--- src/rtl/skinny_sbox_layer_ctrl.sv ---
// Skinny-64 masked S-box layer sequencer.
// Walks the 16 nibbles of a 4-share state through one shared, non-pipelined
// masked S-box. Each nibble gets its own fresh word, and each result is
// written back in place. Shares are never combined: every mux uses the same
// nibble index in every share.
// Optional build macro SBOX_TIMEOUT_EN adds a RUN-state watchdog, the
// TIMEOUT parameter and the sticky timeout_err output.

// Per-share nibble access: picks the active nibble and builds the written-back word
module skinny_sbox_share_lane #(
    parameter int NIBBLES = 16,
    parameter int CW      = 4
) (
    input  logic [4*NIBBLES-1:0] word,
    input  logic [CW-1:0]        idx,
    input  logic [3:0]           y,
    output logic [3:0]           x,
    output logic [4*NIBBLES-1:0] word_wb
);
    // Index one nibble and splice the S-box result into the same position
    always_comb begin
        x       = word[{idx, 2'b00} +: 4];
        word_wb = word;
        word_wb[{idx, 2'b00} +: 4] = y;
    end
endmodule

module skinny_sbox_layer_ctrl #(
    parameter int NIBBLES = 16,
    parameter int SHARES  = 4,
    parameter int RND_W   = 40
`ifdef SBOX_TIMEOUT_EN
    ,
    parameter int TIMEOUT = 15
`endif
) (
    input  logic                        clk,
    input  logic                        rst,
    input  logic                        start,
    input  logic [4*NIBBLES*SHARES-1:0] state_in,
    output logic                        busy,
    output logic                        done,
    output logic [4*NIBBLES*SHARES-1:0] state_out,
    output logic                        rnd_req,
    input  logic                        rnd_valid,
    input  logic [RND_W-1:0]            rnd_in,
    output logic [4*SHARES-1:0]         sbox_x,
    output logic [RND_W-1:0]            sbox_fresh,
    output logic                        sbox_restart,
    input  logic                        sbox_synch,
    input  logic [4*SHARES-1:0]         sbox_y
`ifdef SBOX_TIMEOUT_EN
    ,
    output logic                        timeout_err
`endif
);
    localparam int CW = (NIBBLES > 1) ? $clog2(NIBBLES) : 1;
    localparam int SW = 4 * NIBBLES;

    typedef enum logic [2:0] {S_IDLE, S_FETCH, S_RUN, S_NEXT, S_FIN} state_t;

    state_t                       state_q, state_d;
    logic [SHARES-1:0][SW-1:0]    st_q, st_d, st_wb;
    logic [SHARES-1:0][3:0]       x_q, x_d, lane_x, y_sh;
    logic [RND_W-1:0]             fresh_q, fresh_d;
    logic                         restart_q, restart_d;
    logic [CW-1:0]                cnt_q, cnt_d;

`ifdef SBOX_TIMEOUT_EN
    localparam int WW = $clog2(TIMEOUT + 1);
    logic [WW-1:0] wd_q, wd_d;
    logic          err_q, err_d;
`endif

    assign y_sh = sbox_y;

    genvar k;
    generate
        for (k = 0; k < SHARES; k++) begin : g_lane
            skinny_sbox_share_lane #(.NIBBLES(NIBBLES), .CW(CW)) u_lane (
                .word    (st_q[k]),
                .idx     (cnt_q),
                .y       (y_sh[k]),
                .x       (lane_x[k]),
                .word_wb (st_wb[k])
            );
        end
    endgenerate

    // State and datapath registers with synchronous active-low reset
    always_ff @(posedge clk) begin
        if (!rst) begin
            state_q   <= S_IDLE;
            st_q      <= '0;
            x_q       <= '0;
            fresh_q   <= '0;
            restart_q <= 1'b0;
            cnt_q     <= '0;
`ifdef SBOX_TIMEOUT_EN
            wd_q      <= '0;
            err_q     <= 1'b0;
`endif
        end else begin
            state_q   <= state_d;
            st_q      <= st_d;
            x_q       <= x_d;
            fresh_q   <= fresh_d;
            restart_q <= restart_d;
            cnt_q     <= cnt_d;
`ifdef SBOX_TIMEOUT_EN
            wd_q      <= wd_d;
            err_q     <= err_d;
`endif
        end
    end

    // Next-state and datapath update; S-box operands only change on fetch acceptance
    always_comb begin
        state_d   = state_q;
        st_d      = st_q;
        x_d       = x_q;
        fresh_d   = fresh_q;
        restart_d = 1'b0;
        cnt_d     = cnt_q;
`ifdef SBOX_TIMEOUT_EN
        wd_d      = wd_q;
        err_d     = err_q;
`endif
        case (state_q)
            S_IDLE: begin
                if (start) begin
                    st_d    = state_in;
                    cnt_d   = '0;
                    state_d = S_FETCH;
                end
            end
            S_FETCH: begin
                if (rnd_valid) begin
                    fresh_d   = rnd_in;
                    x_d       = lane_x;
                    restart_d = 1'b1;
                    state_d   = S_RUN;
`ifdef SBOX_TIMEOUT_EN
                    wd_d      = '0;
`endif
                end
            end
            S_RUN: begin
                // The restart cycle may still see Synch from the previous nibble
                if (!restart_q) begin
                    if (sbox_synch) begin
                        st_d    = st_wb;
                        state_d = S_NEXT;
                    end
`ifdef SBOX_TIMEOUT_EN
                    else if (wd_q == WW'(TIMEOUT - 1)) begin
                        err_d   = 1'b1;
                        state_d = S_IDLE;
                    end else begin
                        wd_d = wd_q + 1'b1;
                    end
`endif
                end
            end
            S_NEXT: begin
                if (cnt_q == CW'(NIBBLES - 1)) begin
                    state_d = S_FIN;
                end else begin
                    cnt_d   = cnt_q + 1'b1;
                    state_d = S_FETCH;
                end
            end
            S_FIN:   state_d = S_IDLE;
            default: state_d = S_IDLE;
        endcase
    end

    // Control outputs decoded from the current state
    always_comb begin
        busy    = (state_q == S_FETCH) || (state_q == S_RUN) || (state_q == S_NEXT);
        done    = (state_q == S_FIN);
        rnd_req = (state_q == S_FETCH);
    end

    assign state_out    = st_q;
    assign sbox_x       = x_q;
    assign sbox_fresh   = fresh_q;
    assign sbox_restart = restart_q;
`ifdef SBOX_TIMEOUT_EN
    assign timeout_err  = err_q;
`endif

endmodule

--- config.mk ---
export PLATFORM = sky130hd
export DESIGN_NAME = skinny_sbox_layer_ctrl
export DESIGN_NICKNAME = d
export VERILOG_FILES = /design/src/rtl/skinny_sbox_layer_ctrl.sv
export SDC_FILE = /design/constraint.sdc
export NUM_CORES = 1
export LEC_CHECK = 0
export ABC_CLOCK_PERIOD_IN_PS = 2600
export CORE_AREA = 2 2 244 246
export CTS_CLUSTER_DIAMETER = 120
export CTS_CLUSTER_SIZE = 28
export DETAILED_ROUTE_END_ITERATION = 10
export DIE_AREA = 0 0 246 248
export PLACE_DENSITY = 0.64
export SKIP_LAST_GASP = 1
export SYNTH_ARGS = -nofsm -noshare
export SYNTH_HDL_FRONTEND = slang
export SYNTH_HIERARCHICAL = 1
export SYNTH_SLANG_ARGS = --single-unit
--- constraint.sdc ---
create_clock -name clk -period 2.6 [get_ports clk]
set_input_delay 0.52 -clock clk [delete_from_list [all_inputs] [get_ports clk]]
set_output_delay 0.52 -clock clk [all_outputs]
set_load 0.02 [all_outputs]
* Yosys cells after proc, flatten, opt, wreduce, memory -nomap -nowiden
Index checks and enable logic that the tools add are counted.
** Cells by class
- $add $sub $neg :: 2
- Multipliers :: 0
- Mux-type cells :: 18
- Equality and inequality tests :: 10
- Bitwise operators :: 0
- Reductions and logical operators :: 10
- Divide/modulo/power cells :: 0
- Shift-type cells :: 9
- Magnitude comparators :: 0
** Operators with widths (number)
- 256-bit 2-to-1 mux :: 3
- 256-bit one-hot mux with 2 select lines :: 1
- 64-bit bitwise mux :: 4
- 4-bit by 8-bit variable part select with 64-bit output :: 4
- 64-bit by 7-bit variable part select with 4-bit output :: 4
- 4-bit by 8-bit variable shift with 64-bit output, first input constant :: 1
- 3-bit 2-to-1 mux :: 5
- 3-bit one-hot mux with 4 select lines :: 1
- 4-bit 2-to-1 mux :: 2
- 2-bit != test, second input constant :: 4
- 6-bit negation with 8-bit output :: 1
- 4-bit one-hot mux with 2 select lines :: 1
- 4-bit AND reduction :: 2
- 3-bit by 2-bit == test with 1-bit output, second input constant :: 2
- 4-bit by 1-bit adder with 4-bit output, second input constant :: 1
- 4-bit == test, second input constant :: 1
- 2-bit AND reduction :: 2
- 2-bit nonzero test :: 2
- 3-bit by 1-bit == test with 1-bit output, second input constant :: 1
- 3-bit == test, second input constant :: 1
- 3-bit zero test :: 1
- 3-bit AND reduction :: 1
- 1-bit logical OR :: 2
- 2-bit by 1-bit != test with 1-bit output, second input constant :: 1
- 1-bit 2-to-1 mux :: 1
** Storage, ports and cells
- Output and inout port bits :: 316
- Flip-flop bits (word level) :: 320
- Latch bits :: 0
- RAM bits :: 0
- Memories kept :: 0
- Memory bits (read-only) :: 0
- Input port bits :: 317
- Logic and storage cells :: 61

* Logic depth before layout (Yosys ltp)
Gate-level depths: netlist of run 1.
- Word-level depth :: 6
- Depth in mapped cells :: 12

* Hierarchy
The synthesis of run 1 kept the hierarchy.
** Modules (own cells, without submodules)
- skinny_sbox_layer_ctrl :: cells an instance 1431, instances 1, area each 14686.6 µm², sequential area each 6406.1 µm²
- skinny_sbox_share_lane :: cells an instance 183, instances 4, area each 1652.8 µm², sequential area each 0.0 µm²

* Worst setup path before layout of run 1
OpenSTA, ideal clock, no wires.
- Kind :: reg-to-reg
- Start :: register cnt_q[1]
- End :: register st_q (netlist bit state_out[121])
- Arrival :: 2.725 ns
- Data required time :: 2.484 ns
- Path buffers :: 2
- Slack :: -0.242 ns
- Stages on the path, launching flop included :: 12
- Path through :: dfxtp_1 > buf_2 > inv_1 > ha_1 > buf_2 > nor2b_1 > nand2_1 > a21oi_1 > mux2_2 > mux2i_1 > nand2_1 > o211a_1
** RTL lines
- start, declared :: RTL line 67 : logic [CW-1:0] cnt_q, cnt_d;
- start signal, assigned :: RTL line 109 : cnt_q <= cnt_d;
- end signal, assigned :: RTL line 105 : st_q <= st_d;
- end, declared :: RTL line 63 : logic [SHARES-1:0][SW-1:0] st_q, st_d, st_wb;

==> results of run 1 <==
==> power by group <==
group	switching [mW]	internal (mW)	total, mW
Clock	1.75	1.17	2.92
Combinational	2.25	2.43	4.68
Sequential	0.654	5.39	6.04
==> routing by layer <==
layer	track usage, %	vias to the layer above	routed length [µm]
li1	-	9042	-
met1	34.5	9864	36000
met2	44.5	948	41400
met3	4.30	188	6390
met4	10.5	12	3570
met5	0	-	75
==> cells by family after synthesis <==
logic type / synth area share (%)
AO/OA/AOI/OAI: 17.4
XOR/XNOR: 0.658
adder cells (fa/ha/maj): 0.764
buffers and inverters: 6.79
flip-flops: 30.1
multiplexers: 32.2
AND/OR/NAND/NOR: 12.1
==> layout by cell type, fill, tap and decap left out, types with 20 or more instances in the layout <==
cell,count
clkdlybuf4s50_1,630
buf_12,26
mux2i_1,320
a22oi_1,20
dfxtp_1,316
a21boi_0,60
mux4_2,32
nand3_1,29
and2_1,32
o211a_1,257
a221oi_1,32
mux2_2,260
buf_4,70
nand2_1,405
nor2_1,29
==> per-stage QoR <==
step | instance area, µm² | setup WS [ns] | setup TNS (ns) | hold slack (ns) | utilization, %
global route | 28800 | -0.0446 | -0.160 | 0.411 | 49.3
floorplan | 21300 | -0.0118 | -0.626 | 0.497 | -
global placement | 28300 | -0.00140 | -0.00140 | 0.442 | 48.5
finish | 28800 | 0.0910 | 0 | 0.428 | 49.3
CTS | 28800 | 0.0648 | 0 | 0.407 | 49.2
detailed placement | 28300 | 0.000836 | 0 | 0.450 | 48.5
==> path summary, 6_finish.rpt <==
path	endpoint	cells past startpoint	slack, ns
min	state_out[152]	2	0.43
max	state_out[168]	8	0.09
max reg2reg	state_out[168]	8	0.09
min reg2reg	sbox_x[4]	2	0.46
==> flip-flops by register name, summed over array words and instances, names as in the netlist <==
| register | cells |
|---|---|
| state_out | 256 |
| sbox_fresh | 40 |
| sbox_x | 16 |
| cnt_q | 4 |
| state_q | 3 |
| sbox_restart | 1 |
==> cell type report <==
class                      instances  area share, %
multi-input combinational       1640           47.0
timing repair buffer             731           25.7
sequential                       320           22.2
tap                              773           3.35
clock buffer                      16           1.31
inverter                          14          0.182
clock inverter                     3          0.165
antenna                            6         0.0520
==> repair_timing <==
action | in CTS | in global routing
cloned | 0 | 0
resized for setup | 4 | 15
pin swaps | 0 | 1
endpoints found under the setup margin | 11 | 81
==> run_results.csv, run 1 <==
group,metric,value,unit
global_route,grt_remaining_overflow,0,
sta,timing_worst_slew_pin_value,0.580,ns
synth,yosys_warnings,6,
global_route,antenna_found_initial,13,
sta,timing.final.crit_period,2.51,ns
worst_setup_path,critPathCaptureType,"flop",
worst_setup_path,max_stage_delay,0.47,ns
placed_design,place_inst,3478,
clock_tree,clock_latency,0.54,ns
floorplan,floorplan.initialDensity,36.4,%
worst_setup_path,r2r-start,"cnt_q[1]",
clock_tree,clkSinkCount,320,
clock_tree,clk_pin_slew,0.12,ns
layout,layout-drive-gt1-share,16.2,%
layout,layoutNonFillerInstCount,3503,
sta,number_of_pins_with_negative_max_slew_slack_in_the_final_report,0,
layout,finish.net_count,3052,
global_route,grt_pass1_vias,19105,
worst_setup_path,arrival,2.95,ns
layout,multiInputGateArea,0.0136,mm²
pwr,fin_total_pwr,13.6,mW
detailed_routing,drc_errors,0,
detailed_routing,drt-wirelength-per-cell,25.0,µm
detailed_routing,drtAntennaViolNets,0,
pwr,power.density,473,mW/mm²
layout,sequential_cell_area,0.00642,mm²
layout,fillers,5421,
worst_hold_path,hp-class,"input pin to flop",
detailed_routing,route.vias.total,20054,
placed_design,hpwl,66600,µm
layout,layout-area-overhead-vs-synth,35.4,%
detailed_routing,postRouteWirelength,87400,µm
clock_tree,cts_made_buffers,15,
placed_design,gpl.final_weighted_congestion,0.961,
clock_tree,clockBufferDepth,3,
synth,postSynth.topFlopCell,"dfxtp_1",
detailed_routing,detail_route.first_pass.iterations,5,
synth,syn-instance-count,2163,
global_route,wire_length_of_the_first_global_routing_pass,125000,µm
detailed_routing,vias_per_cell,5.72,
worst_hold_path,min-delay-start,"rst",
worst_setup_path,crit_top_cell,"mux2_2",
clock_tree,h_tree_level_count,1,
synth,synthDistinctLibCells,42,
sta,period_utilisation_layout,96.5,%
floorplan,io_pins,633,
synth,syn-mean-instance-area,9.85,µm²
floorplan,core,0.0585,mm²
floorplan,std_cell_rows,89,
synth,synthDominantAreaCellType,"dfxtp_1",
worst_setup_path,worstPathBufferInverterCount,1,
synth,mappedNetlistNets,2493,
detailed_routing,drt_iter0_drc,1592,
synth,synth_top_area_share,30.1,%
worst_setup_path,worst_path_max_delay_cell,"dfxtp_4",
pwr,total_leakage_power,12.5,nW
run,max_cap_viol_count,0,
worst_setup_path,timing.critical_path.cells,"buf_4 -> nor2b_1 -> mux2_2 -> nand3_1 -> mux2_2 -> mux2i_1 -> nand2_1 -> o211a_1",
clock_tree,postCtsSetupRepairBufs,0,
worst_setup_path,worstSetupStartpoint,"cnt_q[1]",
synth,yosysSeqAreaShare,30.1,%
synth,synth.top_cells.by_count,"nand2_1 (406), dfxtp_1 (320), mux2i_1 (320)",
sta,clock.fmax,399,MHz
sta,rsz0062_at_grt,"true",
clock_tree,cts_tree,"done",
synth,count_leader_synth,"nand2_1",
worst_setup_path,crit_family,"multiplexers",
global_route,grt_usage,26.7,%
floorplan,die-height,248,µm
synth,synthTopCellsByArea,"dfxtp_1 (30%), mux2i_1 (15%), mux2_2 (14%)",
worst_setup_path,start_kind,"flop",
synth,synth-edff-count,0,
sta,setup_viol,0,
sta,relative_slew_margins,61.3,%
floorplan,die-area,0.0610,mm²
clock_tree,cts_hold_repair.buffers,0,
synth,postSynthRegisterBits,320,
worst_setup_path,largest_driver_fanout_on_the_critical_path,14,
clock_tree,root_buffer,"clkbuf_16",
sta,fin_skew,0.0159,ns
run_status,run_status,"complete, no violations",
pwr,worst_ir_drop_vdd,0.000369,V
synth,postSynth.asyncResetShare,0,%
sta,timing_hold_violations_final,0,
worst_setup_path,crit_type,"flop to flop",
synth,synthesis.area,0.0213,mm²
placed_design,port-buffer-count,632,
global_route,pin_count_of_the_biggest_net_entering_global_routing,67,
floorplan,die_width,246,µm
worst_setup_path,critical_path_rt,3.04,ns
No activity file was read; power rests on OpenSTA's default activity.
==> run 2, diff against run 1 <==
--- a/config.mk
+++ b/config.mk
@@ -11,7 +11,9 @@
 export CTS_CLUSTER_SIZE = 28
 export DETAILED_ROUTE_END_ITERATION = 10
 export DIE_AREA = 0 0 246 248
+export MAX_ROUTING_LAYER = met4
 export PLACE_DENSITY = 0.64
+export RECOVER_POWER = 25
 export SKIP_LAST_GASP = 1
 export SYNTH_ARGS = -nofsm -noshare
 export SYNTH_HDL_FRONTEND = slang
==> run_results.csv, run 2 (synthesis results as in run 1) <==
group,metric,value,unit
clock_tree,clkSinkCount,320,
worst_setup_path,crit_type,"flop to flop",
global_route,pin_count_of_the_biggest_net_entering_global_routing,102,
sta,fin_skew,0.0328,ns
sta,timing_worst_slew_pin_value,0.686,ns
pwr,power.density,470,mW/mm²
detailed_routing,detail_route.first_pass.iterations,6,
placed_design,hpwl,65800,µm
worst_setup_path,arrival,2.94,ns
global_route,antenna_found_initial,15,
sta,setup_viol,0,
detailed_routing,met1_length,35800,µm
sta,timing_hold_violations_final,0,
detailed_routing,vias_per_cell,5.64,
detailed_routing,postRouteWirelength,86700,µm
placed_design,port-buffer-count,632,
clock_tree,root_buffer,"clkbuf_16",
detailed_routing,drc_errors,0,
layout,mostFrequentLayoutCell,"clkdlybuf4s50_1",
worst_setup_path,worstPathBufferInverterCount,2,
detailed_routing,drtAntennaViolNets,0,
worst_setup_path,start_kind,"flop",
layout,finish.utilization,49.2,%
worst_setup_path,timing.critical_path.cells,"inv_1 -> ha_1 -> buf_4 -> nand2b_1 -> a21boi_0 -> nand2_1 -> mux2_2 -> mux2i_1 -> nand2_1 -> o211a_1",
floorplan,std_cell_rows,89,
floorplan,die-area,0.0610,mm²
detailed_routing,drt-wirelength-per-cell,24.7,µm
pwr,worst_ir_drop_vdd,0.000375,V
clock_tree,clockBufferDepth,3,
detailed_routing,route.top_layer_used,"met4",
sta,rsz0062_at_grt,"true",
layout,layout-drive-gt1-share,15.9,%
worst_hold_path,hp-class,"input pin to flop",
placed_design,gpl.final_weighted_congestion,0.976,
sta,timing.final.crit_period,2.52,ns
sta,number_of_pins_with_negative_max_slew_slack_in_the_final_report,0,
worst_setup_path,critical_path_rt,3.02,ns
run_status,run_status,"complete, no violations",
clock_tree,clock_latency,0.55,ns
worst_setup_path,critPathCaptureType,"flop",
floorplan,core,0.0585,mm²
sta,clock.fmax,397,MHz
layout,largest_reg_flops,256,
floorplan,die-height,248,µm
clock_tree,cts_made_buffers,15,
sta,relative_slew_margins,53.8,%
detailed_routing,drt_iter0_drc,1586,
worst_setup_path,crit_family,"simple AND/OR/NAND/NOR gates",
layout,mostFrequentLayoutCells,"clkdlybuf4s50_1 (522), nand2_1 (406), mux2i_1 (320), dfxtp_1 (316), mux2_2 (260)",
worst_setup_path,max_stage_delay,0.43,ns
detailed_routing,route.vias.total,19790,
floorplan,floorplan.initialDensity,36.4,%
global_route,grt_usage,27.4,%
floorplan,io_pins,633,
sta,timing.hold.ws,0.356,ns
detailed_routing,routed-wl-met2,41800,µm
clock_tree,h_tree_level_count,1,
detailed_routing,detailed_routed_wire_length_on_met3,5740,µm
run,max_cap_viol_count,0,
worst_setup_path,largest_driver_fanout_on_the_critical_path,8,
floorplan,die_width,246,µm
clock_tree,cts_hold_repair.buffers,0,
worst_setup_path,worst_path_max_delay_cell,"dfxtp_4",
worst_setup_path,crit_top_cell,"nand2_1",
global_route,grt_remaining_overflow,0,
global_route,wire_length_of_the_first_global_routing_pass,124000,µm
clock_tree,clk_pin_slew,0.13,ns
global_route,grt_pass1_vias,18857,
layout,finish.net_count,3048,
pwr,total_leakage_power,12.7,nW
layout,layout-area-overhead-vs-synth,35.0,%
clock_tree,cts_tree,"done",
sta,period_utilisation_layout,97.0,%
## run 2: cell count changes in the layout (fill, tap and decap cells not counted), moves of 2 or more
cell / change
buf_12: -2
buf_6: -3
clkdlybuf4s50_1: -108
clkinv_4: -2
diode_2: +9
dlygate4sd3_1: +108
xnor2_1: +2
xnor2_2: -2
## run 2: layout make-up
type | instances | area (µm²)
clock inverter | 1 | 16.3
tap | 773 | 967
timing repair buffer | 727 | 7340
fill | 5506 | 29700
sequential | 320 | 6420
clock buffer | 17 | 393
multi-input combinational | 1640 | 13500
inverter | 14 | 52.6
antenna | 15 | 37.5
## run 2: where the power goes
part | total [mW] | switching (mW) | internal, mW
registers | 6.03 | 0.645 | 5.39
logic | 4.60 | 2.23 | 2.37
clock network | 2.88 | 1.77 | 1.11
## run 2: per-layer routing
layer,vias up,GRT usage (%)
met1,9759,34.1
li1,9027,-
met2,853,45.1
met4,0,10.3
met3,151,3.99
met5,-,-
## run 2: path summary, 6_finish.rpt
kind,startpoint,end,slack (ns),depth (start not counted)
worst max-delay path,cnt_q[0],state_out[190],0.08,10
worst min-delay path,rst,state_out[154],0.36,2
worst max register to register,cnt_q[0],state_out[190],0.08,10
worst min register to register,sbox_x[6],sbox_x[6],0.46,2
## run 2: per-stage QoR
| stage | TNS (ns) | area, µm² | total power [mW] | setup WS, ns | std cells |
|---|---|---|---|---|---|
| floorplan | -0.626 | 21300 | 8.54 | -0.0118 | 2163 |
| global placement | 0 | 28300 | 10.7 | 0.0286 | 3474 |
| detailed placement | 0 | 28300 | 10.8 | 0.00530 | 3474 |
| CTS | 0 | 28700 | 13.7 | 0.0266 | 3492 |
| global route | -0.0850 | 28700 | 14.0 | -0.0362 | 3505 |
| finish | 0 | 28800 | 13.5 | 0.0793 | 3507 |
## run 2: timing repair
action / CTS / global route
resized for setup: 3 / 10
cloned: 0 / 0
endpoints found under the setup margin: 11 / 38
buffers inserted: 0 / 0
endpoints found under the hold margin: 0 / 0
==> run 3, diff against run 2 <==
--- a/config.mk
+++ b/config.mk
@@ -5,14 +5,15 @@
 export SDC_FILE = /design/constraint.sdc
 export NUM_CORES = 1
 export LEC_CHECK = 0
-export ABC_CLOCK_PERIOD_IN_PS = 2600
-export CORE_AREA = 2 2 244 246
+export ABC_CLOCK_PERIOD_IN_PS = 2580
+export CORE_AREA = 2 2 243 245
 export CTS_CLUSTER_DIAMETER = 120
 export CTS_CLUSTER_SIZE = 28
 export DETAILED_ROUTE_END_ITERATION = 10
-export DIE_AREA = 0 0 246 248
+export DIE_AREA = 0 0 245 247
+export DONT_BUFFER_PORTS = 1
 export MAX_ROUTING_LAYER = met4
-export PLACE_DENSITY = 0.64
+export PLACE_DENSITY = 0.48
 export RECOVER_POWER = 25
 export SKIP_LAST_GASP = 1
 export SYNTH_ARGS = -nofsm -noshare
==> constraint.sdc (replaced) <==
create_clock -name clk -period 2.58 [get_ports clk]
set_input_delay 0.516 -clock clk [delete_from_list [all_inputs] [get_ports clk]]
set_output_delay 0.516 -clock clk [all_outputs]
set_load 0.02 [all_outputs]
==> run_results.csv, run 3 (synthesis results as in run 1) <==
group,metric,value,unit
sta,clock.fmax,409,MHz
layout,largest_reg_flops,256,
global_route,grt_usage,25.2,%
detailed_routing,drc_errors,0,
clock_tree,clk_pin_slew,0.12,ns
pwr,power.density,551,mW/mm²
placed_design,hpwl,57700,µm
global_route,grt_remaining_overflow,0,
pwr,sw_frac_of_total,35.2,%
worst_setup_path,largest_driver_fanout_on_the_critical_path,11,
pwr,clock_power_share,26.6,%
clock_tree,cts_hold_repair.buffers,0,
sta,period_utilisation_layout,94.8,%
run_status,run_status,"complete, no violations",
detailed_routing,drt-wirelength-per-cell,27.8,µm
worst_setup_path,arrival,2.90,ns
layout,finish.net_count,2389,
placed_design,minimum_setup_slack_after_placement,0.0320,ns
detailed_routing,postRouteWirelength,79000,µm
sta,timing.final.crit_period,2.44,ns
run,max_cap_viol_count,0,
global_route,grt_pass1_vias,16314,
floorplan,std_cell_rows,89,
worst_hold_path,hp-class,"input pin to flop",
pwr,total_leakage_power,9.92,nW
sta,number_of_pins_with_negative_max_slew_slack_in_the_final_report,0,
sta,timing.hold.ws,0.0898,ns
detailed_routing,vias_per_cell,5.93,
sta,relative_slew_margins,49.0,%
detailed_routing,drt_iter0_drc,1063,
worst_setup_path,crit_type,"flop to flop",
worst_setup_path,critical_path_rt,3.04,ns
global_route,antenna_found_initial,6,
sta,rsz0062_at_grt,"true",
global_route,wire_length_of_the_first_global_routing_pass,114000,µm
clock_tree,cts_tree,"done",
pwr,sequential_power_share,54.9,%
sta,fin_skew,0.0282,ns
pwr,worst_ir_drop_vdd,0.000401,V
worst_setup_path,critPathCaptureType,"flop",
floorplan,floorplan.initialDensity,36.6,%
sta,final_critical_path_setup_slack,0.135,ns
layout,mostFrequentLayoutCell,"nand2_1",
layout,layout-area-overhead-vs-synth,4.80,%
layout,layout-drive-gt1-share,20.1,%
placed_design,port-buffer-count,0,
clock_tree,clkSinkCount,320,
sta,setup_viol,0,
clock_tree,clock_latency,0.56,ns
clock_tree,clockBufferDepth,3,
floorplan,die-height,247,µm
detailed_routing,detail_route.first_pass.iterations,5,
clock_tree,cts_made_buffers,16,
pwr,cellInternalPower,7.98,mW
sta,timing_hold_violations_final,0,
pwr,combinationalPowerShare,18.5,%
detailed_routing,drtAntennaViolNets,0,
floorplan,core,0.0582,mm²
floorplan,die-area,0.0605,mm²
floorplan,io_pins,633,
placed_design,gpl.final_weighted_congestion,0.891,
floorplan,die_width,245,µm
sta,timing_worst_slew_pin_value,0.764,ns
clock_tree,h_tree_level_count,1,
detailed_routing,route.vias.total,16865,
pwr,power_switching,4.33,mW
worst_setup_path,start_kind,"flop",
global_route,pin_count_of_the_biggest_net_entering_global_routing,321,
layout,mostFrequentLayoutCells,"nand2_1 (405), mux2i_1 (320), dfxtp_1 (316), mux2_2 (260), o211a_1 (257)",
clock_tree,root_buffer,"clkbuf_16",
==> run 3: cell types whose count changed in the layout (fill, tap and decap cells not counted), moves of 4 or more <==
| cell | change |
|---|---|
| buf_12 | -4 |
| buf_4 | -23 |
| clkdlybuf4s50_1 | -522 |
| diode_2 | -9 |
| dlygate4sd3_1 | -108 |
==> run 3: power groups by stage <==
stage	registers (mW)	logic (mW)	clock network, mW
2_1_floorplan	6.51	2.09	0
3_3_place_gp	6.87	2.22	0
3_5_place_dp	6.88	2.27	0
4_1_cts	6.75	2.29	3.40
5_1_grt	6.81	2.52	3.54
6_report	6.76	2.28	3.27
==> run 3: worst paths after layout <==
kind / cells after the start / end / slack, ns / startpoint
max reg2reg: 9 / state_out[248] / 0.14 / cnt_q[1]
max: 9 / state_out[248] / 0.14 / cnt_q[1]
min reg2reg: 2 / sbox_fresh[17] / 0.58 / sbox_fresh[17]
min: 1 / state_out[211] / 0.09 / rst
==> run 3: per-layer routing <==
metal / vias to the layer above / part of all wire [%] / global-route usage (%)
li1: 7726 / - / -
met5: - / 0 / -
met1: 8488 / 42 / 30.6
met4: 0 / 1.7 / 4.77
met3: 77 / 8.0 / 6.87
met2: 574 / 49 / 42.2
==> run 3: area by class of cell <==
type                       instances  area, µm²
clock inverter                     4       80.1
antenna                            6       15.0
timing repair buffer              67        757
fill                            5799      35900
clock buffer                      20        437
tap                              773        967
multi-input combinational       1640      13600
inverter                          14       52.6
sequential                       320       6420
==> run 3: critical path: stages (launching register included) <==
cell,delay (ns)
dfxtp_4,0.46
inv_1,0.12
ha_2,0.34
nor2b_1,0.27
nand2_1,0.11
a21oi_2,0.31
mux2_2,0.39
mux2i_1,0.13
nand2_1,0.07
o211a_1,0.13
==> run 3: timing repair <==
item                       CTS  global route
buffers inserted             0             1
gates resized for setup      1            20
setup endpoints to repair    1            93
pin swaps                    0             1
==> run 3: stage by stage <==
step	std cells	TNS [ns]	utilization [%]	total power [mW]	area (µm²)
6_report	2844	0	38.3	12.3	22300
4_1_cts	2837	0	38.1	12.4	22200
5_1_grt	2844	-0.178	38.3	12.9	22300
3_5_place_dp	2813	0	37.2	9.15	21700
2_1_floorplan	2163	-2.07	-	8.60	21300
3_3_place_gp	2813	0	37.2	9.09	21700
